<file path="src/rtl/act_tile_scheduler.sv">
// Activation tile scheduler: walks slice/row/chunk and issues paired read/write
// burst commands, limited by write-response credits.
module act_tile_scheduler #(
  parameter int unsigned ADDR_W          = 32,
  parameter int unsigned BEAT_BYTES      = 32,
  parameter int unsigned MAX_BURST       = 64,
  parameter int unsigned MAX_OUTSTANDING = 4,
  parameter int unsigned DIM_W           = 12
) (
  input  logic              clk,
  input  logic              rst_n,
  input  logic              start,
  input  logic [ADDR_W-1:0] cfg_in_base,
  input  logic [ADDR_W-1:0] cfg_in_surf_stride,
  input  logic [ADDR_W-1:0] cfg_in_line_stride,
  input  logic [ADDR_W-1:0] cfg_out_base,
  input  logic [ADDR_W-1:0] cfg_out_surf_stride,
  input  logic [ADDR_W-1:0] cfg_out_line_stride,
  input  logic [DIM_W-1:0]  cfg_width,
  input  logic [DIM_W-1:0]  cfg_height,
  input  logic [DIM_W-1:0]  cfg_slices,
  output logic              rd_cmd_valid,
  input  logic              rd_cmd_ready,
  output logic [ADDR_W-1:0] rd_cmd_addr,
  output logic [7:0]        rd_cmd_len,
  output logic              wr_cmd_valid,
  input  logic              wr_cmd_ready,
  output logic [ADDR_W-1:0] wr_cmd_addr,
  output logic [7:0]        wr_cmd_len,
  input  logic              wr_resp,
  output logic              busy,
  output logic              done
);

  localparam int unsigned       CNT_W       = 3 * DIM_W;
  localparam logic [ADDR_W-1:0] CHUNK_BYTES = ADDR_W'(MAX_BURST * BEAT_BYTES);
  localparam logic [DIM_W-1:0]  MB          = DIM_W'(MAX_BURST);
  localparam logic [CNT_W-1:0]  MAXO        = CNT_W'(MAX_OUTSTANDING);

  typedef enum logic [1:0] {IDLE, RUN, DRAIN, FIN} state_t;

  state_t            state, state_nx;
  logic              start_q;
  logic              start_take;
  logic [DIM_W-1:0]  w_q, h_q, sl_q;
  // Index 0 walks the read side, index 1 the write side.
  logic [ADDR_W-1:0] base_q [2];
  logic [ADDR_W-1:0] surf_q [2];
  logic [ADDR_W-1:0] line_q [2];
  logic [ADDR_W-1:0] surf_a [2];
  logic [ADDR_W-1:0] line_a [2];
  logic [ADDR_W-1:0] chunk_a[2];
  logic [DIM_W-1:0]  s_c    [2];
  logic [DIM_W-1:0]  h_c    [2];
  logic [DIM_W-1:0]  rem    [2];
  logic [1:0]        all_q;
  logic [1:0]        acc;
  logic [1:0]        last;
  logic [CNT_W-1:0]  rd_issued, wr_issued, resp_cnt;
  logic              resp_ok;
  logic              dims_zero;

  function automatic logic [7:0] len_of(input logic [DIM_W-1:0] r);
    logic [DIM_W-1:0] b;
    b = (r > MB) ? MB : r;
    return 8'(b - DIM_W'(1));
  endfunction

  always_comb begin
    acc[0] = rd_cmd_valid & rd_cmd_ready;
    acc[1] = wr_cmd_valid & wr_cmd_ready;
    for (int unsigned i = 0; i < 2; i++) begin
      last[i] = (rem[i] <= MB) && (h_c[i] == h_q - DIM_W'(1)) &&
                (s_c[i] == sl_q - DIM_W'(1));
    end
    rd_cmd_valid = (state == RUN) && !all_q[0] && ((rd_issued - resp_cnt) < MAXO);
    wr_cmd_valid = (state == RUN) && !all_q[1] && (wr_issued < rd_issued);
    rd_cmd_addr  = rd_cmd_valid ? chunk_a[0] : '0;
    rd_cmd_len   = rd_cmd_valid ? len_of(rem[0]) : '0;
    wr_cmd_addr  = wr_cmd_valid ? chunk_a[1] : '0;
    wr_cmd_len   = wr_cmd_valid ? len_of(rem[1]) : '0;
    resp_ok      = wr_resp && ((state == RUN) || (state == DRAIN)) && (resp_cnt < wr_issued);
    dims_zero    = (w_q == '0) || (h_q == '0) || (sl_q == '0);
    start_take   = start && (state == IDLE) && !start_q;
    busy         = (state != IDLE);
    done         = (state == FIN);
  end

  always_comb begin
    state_nx = state;
    unique case (state)
      IDLE:    if (start_q) state_nx = dims_zero ? FIN : RUN;
      RUN:     if (all_q[1]) state_nx = DRAIN;
      DRAIN:   if (resp_cnt == wr_issued) state_nx = FIN;
      FIN:     state_nx = IDLE;
      default: state_nx = IDLE;
    endcase
  end

  always_ff @(posedge clk or negedge rst_n) begin
    if (!rst_n) state <= IDLE;
    else        state <= state_nx;
  end

  // Config is captured on the raw start; the walk begins one cycle later.
  always_ff @(posedge clk or negedge rst_n) begin
    if (!rst_n) begin
      start_q   <= 1'b0;
      w_q       <= '0;
      h_q       <= '0;
      sl_q      <= '0;
      all_q     <= '0;
      rd_issued <= '0;
      wr_issued <= '0;
      resp_cnt  <= '0;
      for (int unsigned i = 0; i < 2; i++) begin
        base_q[i]  <= '0;
        surf_q[i]  <= '0;
        line_q[i]  <= '0;
        surf_a[i]  <= '0;
        line_a[i]  <= '0;
        chunk_a[i] <= '0;
        s_c[i]     <= '0;
        h_c[i]     <= '0;
        rem[i]     <= '0;
      end
    end else begin
      start_q <= start_take;
      if (start_take) begin
        w_q       <= cfg_width;
        h_q       <= cfg_height;
        sl_q      <= cfg_slices;
        base_q[0] <= cfg_in_base;
        surf_q[0] <= cfg_in_surf_stride;
        line_q[0] <= cfg_in_line_stride;
        base_q[1] <= cfg_out_base;
        surf_q[1] <= cfg_out_surf_stride;
        line_q[1] <= cfg_out_line_stride;
      end
      if (start_q) begin
        all_q     <= '0;
        rd_issued <= '0;
        wr_issued <= '0;
        resp_cnt  <= '0;
        for (int unsigned i = 0; i < 2; i++) begin
          s_c[i]     <= '0;
          h_c[i]     <= '0;
          rem[i]     <= w_q;
          surf_a[i]  <= base_q[i];
          line_a[i]  <= base_q[i];
          chunk_a[i] <= base_q[i];
        end
      end else begin
        rd_issued <= rd_issued + CNT_W'(acc[0]);
        wr_issued <= wr_issued + CNT_W'(acc[1]);
        resp_cnt  <= resp_cnt + CNT_W'(resp_ok);
        for (int unsigned i = 0; i < 2; i++) begin
          if (acc[i]) begin
            if (last[i]) begin
              all_q[i] <= 1'b1;
            end else if (rem[i] > MB) begin
              rem[i]     <= rem[i] - MB;
              chunk_a[i] <= chunk_a[i] + CHUNK_BYTES;
            end else if (h_c[i] != h_q - DIM_W'(1)) begin
              h_c[i]     <= h_c[i] + DIM_W'(1);
              rem[i]     <= w_q;
              line_a[i]  <= line_a[i] + line_q[i];
              chunk_a[i] <= line_a[i] + line_q[i];
            end else begin
              s_c[i]     <= s_c[i] + DIM_W'(1);
              h_c[i]     <= '0;
              rem[i]     <= w_q;
              surf_a[i]  <= surf_a[i] + surf_q[i];
              line_a[i]  <= surf_a[i] + surf_q[i];
              chunk_a[i] <= surf_a[i] + surf_q[i];
            end
          end
        end
      end
    end
  end

endmodule

</file>
<file path="config.mk">
export PLATFORM = sky130hd
export DESIGN_NAME = act_tile_scheduler
export DESIGN_NICKNAME = d
export VERILOG_FILES = /design/src/rtl/act_tile_scheduler.sv
export SDC_FILE = /design/constraint.sdc
export NUM_CORES = 2
export LEC_CHECK = 0
export CORE_MARGIN = 2
export CORE_UTILIZATION = 60
export DETAILED_ROUTE_END_ITERATION = 8
export DONT_BUFFER_PORTS = 1
export GPL_TIMING_DRIVEN = 0
export PLACE_DENSITY = 0.76
export SETUP_SLACK_MARGIN = 0.4
export SLEW_MARGIN = 20
export SYNTH_ARGS = -nofsm -noshare
export SYNTH_HDL_FRONTEND = slang
export SYNTH_SLANG_ARGS = --single-unit
</file>
<file path="constraint.sdc">
create_clock -name clk -period 11.7 [get_ports clk]
set_input_delay 2.34 -clock clk [delete_from_list [all_inputs] [get_ports clk]]
set_output_delay 2.34 -clock clk [all_outputs]
set_load 0.02 [all_outputs]
</file>
==> results.json <==
{
  "timing.rr.end": "rd_issued[35]",
  "gp_congestion": 0.994,
  "grtUsageTotal": 0.396,
  "max_stage_delay_ps": 840,
  "crit_fanout": 10,
  "slew_violations": 505,
  "rsz0062_at_grt": "no",
  "grt_pass1_wl_um": 202000,
  "min_period_over_period": 0.751,
  "max-cap-violations": 0,
  "hold_viol_final": 0,
  "ys_ff_latch": 605,
  "leakagePower_nw": 18.7,
  "clock_latency_ps": 650,
  "period_needed_ps": 8790,
  "synth_top_family_by_area": "simple AND/OR/NAND/NOR gates",
  "dpl-instance-area_mm2": 0.0405,
  "tns_ps": 0,
  "drc": 0,
  "grt_max_degree": 606,
  "synthSimpleGateAreaFrac": 0.179,
  "numClockSinks": 605,
  "clk_pin_slew_ps": 60,
  "crit_path_end_kind": "output pin",
  "synth.avg_cell_area_um2": 9.14,
  "cts.path.max_buffers": 3,
  "status": "finished with violations",
  "max-slew-margin-rel": -1.48,
  "area_delta_synth_final_pct": 8.72,
  "critical_path_class": "reg2out",
  "drtIter0Drc": 4681,
  "cts_resized": 0,
  "core_area_mm2": 0.0646,
  "cts_tree": "built",
  "crit_path_cell_trace": "inv_1, ha_1, a21o_1, a31o_1, buf_6, a221oi_1, xor2_1, o2111ai_1, nor4_1, nand4_1, nor4_1, nand4_1, nor4_4, clkbuf_1, clkbuf_1, and2_1",
  "async_flop_share": 1.00,
  "syn_area_mm2": 0.0393,
  "tightest_slew_ps": 3720,
  "vias": 35500,
  "ys.flop_type": "dfrtp_1",
  "antenna_found_initial": 24,
  "worstRegToRegCells": 24,
  "fmax_mhz": 114,
  "cts-root-buf": "clkbuf_16",
  "ys_seq_area_frac": 0.385,
  "firstDrtPassIters": 9,
  "r2r-start": "resp_cnt[2]",
  "startpoint_type": "flop",
  "r2r_slack_ps": 3900,
  "syn_nets": 4797,
  "cp-startpoint": "resp_cnt[2]",
  "viasPerCell": 6.71,
  "synth_xor_area_frac": 0.0726,
  "wl_per_cell_um": 25.6,
  "synth_edf_count": 0,
  "nets": 4867,
  "synth_mux_area_frac": 0.0752,
  "start_util": 0.609,
  "synthDistinctLibCells": 96,
  "mostFrequentLayoutCell": "dfrtp_1",
  "clkPwrFrac": 0.168,
  "die_w_um": 260,
  "die_area_mm2": 0.0676,
  "p_sw_mw": 6.10,
  "mostFrequentLayoutCells": "dfrtp_1 (605), nand2_1 (378), nor2_1 (365), a21oi_1 (297), ha_1 (255)",
  "fp.dieH_um": 260,
  "combPwrFrac": 0.554,
  "grt_pass1_vias": 33600,
  "internal_power_mw": 7.01,
  "ir_drop_uv": 197,
  "finalSetupViolCount": 0,
  "wl_um": 136000,
  "p_sw_frac": 0.465,
  "cpMaxStageDelayCell": "nor4_4",
  "synth_compound_area_frac": 0.169,
  "cts-htree-levels": 3,
  "seqPwrFrac": 0.278,
  "cts_post_setup_buffers_inserted": 0,
  "rows": 93,
  "layout-drive-gt1-share": 0.0959,
  "synth_fa_ha_area_frac": 0.0832,
  "clock_skew_ps": 34.2,
  "p_per_area_mw_per_mm2": 307,
  "critPathArrivalTime_ps": 6450,
  "cts_buffers": 67,
  "grt_remaining_overflow": 0,
  "violations": "slew limit",
  "finish.instance_area_mm2": 0.0428,
  "syn_inst": 4304,
  "cp.required_ps": 9360,
  "io_buffers": 0,
  "pin_count": 318,
  "dp_hpwl_um": 102000,
  "ys.warnings.count": 0,
  "crit_path_end": "rd_cmd_addr[15]",
  "ant_nets": 0,
  "hold_class": "reg2reg",
  "fin_util": 0.662,
  "cts_hold_buf": 0
}
## worst max-delay path: cells and delay by family (launching register included)
kind / cells / cell delay (ps)
AOI/OAI and AO/OA: 4 / 850
xor gates and xnor gates: 1 / 340
adders and majority gates: 1 / 390
buffers and inverters: 4 / 1370
DFF: 1 / 440
and+or+nand+nor: 6 / 2410
## kinds of logic after synthesis
| group | count (synthesis) |
|---|---|
| AND/OR/NAND/NOR | 1444 |
| AO/OA/AOI/OAI | 1038 |
| flip-flops | 605 |
| buffers and inverters | 365 |
| XOR/XNOR | 326 |
| multiplexers | 267 |
| adder cells (fa/ha/maj) | 259 |
## cell usage after synthesis, drive strengths merged, types with 7 or more instances
master / n / share of area
a211o: 11 / 0.0024
a211oi: 54 / 0.010
a21boi: 10 / 0.0019
a21o: 93 / 0.018
a21oi: 300 / 0.039
a221oi: 16 / 0.0036
a311oi: 7 / 0.0016
a31o: 9 / 0.0020
a31oi: 49 / 0.0082
and2: 75 / 0.012
and3: 53 / 0.0084
and4: 12 / 0.0027
buf: 39 / 0.0051
clkbuf: 141 / 0.014
dfrtp: 605 / 0.38
ha: 255 / 0.081
inv: 185 / 0.018
mux2: 229 / 0.066
mux2i: 38 / 0.0097
nand2: 379 / 0.036
nand2b: 24 / 0.0038
nand3: 173 / 0.022
nand4: 73 / 0.012
nor2: 365 / 0.035
nor2b: 26 / 0.0041
nor3: 113 / 0.015
nor3b: 9 / 0.0018
nor4: 43 / 0.0080
nor4b: 8 / 0.0025
o2111ai: 8 / 0.0018
o211ai: 41 / 0.0078
o21a: 39 / 0.0074
o21ai: 244 / 0.031
o21bai: 17 / 0.0032
o22a: 8 / 0.0018
o22ai: 7 / 0.0011
o311ai: 22 / 0.0049
o31ai: 28 / 0.0055
o41ai: 9 / 0.0020
or2: 19 / 0.0030
or3: 43 / 0.0068
or4: 9 / 0.0019
xnor2: 223 / 0.050
xor2: 103 / 0.023
## worst min-delay path by stage
stage | from | endpoint | slack [ps] | cells past startpoint
2_1_floorplan | chunk_a[5] | chunk_a[5] | 440 | 2
3_3_place_gp | chunk_a[1] | chunk_a[1] | 450 | 1
3_5_place_dp | chunk_a[10] | chunk_a[10] | 460 | 2
4_1_cts | chunk_a[10] | chunk_a[10] | 470 | 2
5_1_grt | chunk_a[0] | chunk_a[0] | 480 | 1
6_report | chunk_a[0] | chunk_a[0] | 470 | 1
## per-stage QoR
step	std cells	setup WS (ps)	hold WS, ps	power (mW)
floorplan	4304	5620	438	8.61
global placement	5159	3430	451	10.4
detailed placement	5160	3820	456	10.6
CTS	5277	3150	471	12.8
global route	5288	2620	484	13.8
finish	5298	2910	469	13.1
## power groups by stage
stage | sequential, mW | clock, mW | combinational, mW
final | 3.65 | 2.20 | 7.26
after global routing | 3.71 | 2.28 | 7.81
after detailed placement | 3.63 | 0 | 6.96
after floorplan | 3.31 | 0 | 5.30
after CTS | 3.61 | 2.20 | 7.03
after global placement | 3.61 | 0 | 6.83
## cell type report
cell class	count	area [um^2]
buffer	180	738
sequential	605	15100
tap	855	1070
antenna	21	52.6
multi-input combinational	3334	22800
clock inverter	22	289
timing repair buffer	1	11.3
inverter	185	694
fill	5338	21800
clock buffer	95	1940
## metal layers
layer,vias up,global-route usage,wire (um)
met3,504,0.112,16400
li1,15700,-,-
met4,8,0.209,8110
met5,-,0,53
met1,17200,0.524,52700
met2,2163,0.590,58300
## registers in the layout (all words and copies together), names as in the netlist, 36 cells and up
signal     flops
base_q        64
chunk_a       64
line_a        64
line_q        64
surf_a        64
surf_q        64
rd_issued     36
resp_cnt      36
wr_issued     36
Note: power is estimated with default switching activity, not from simulation.
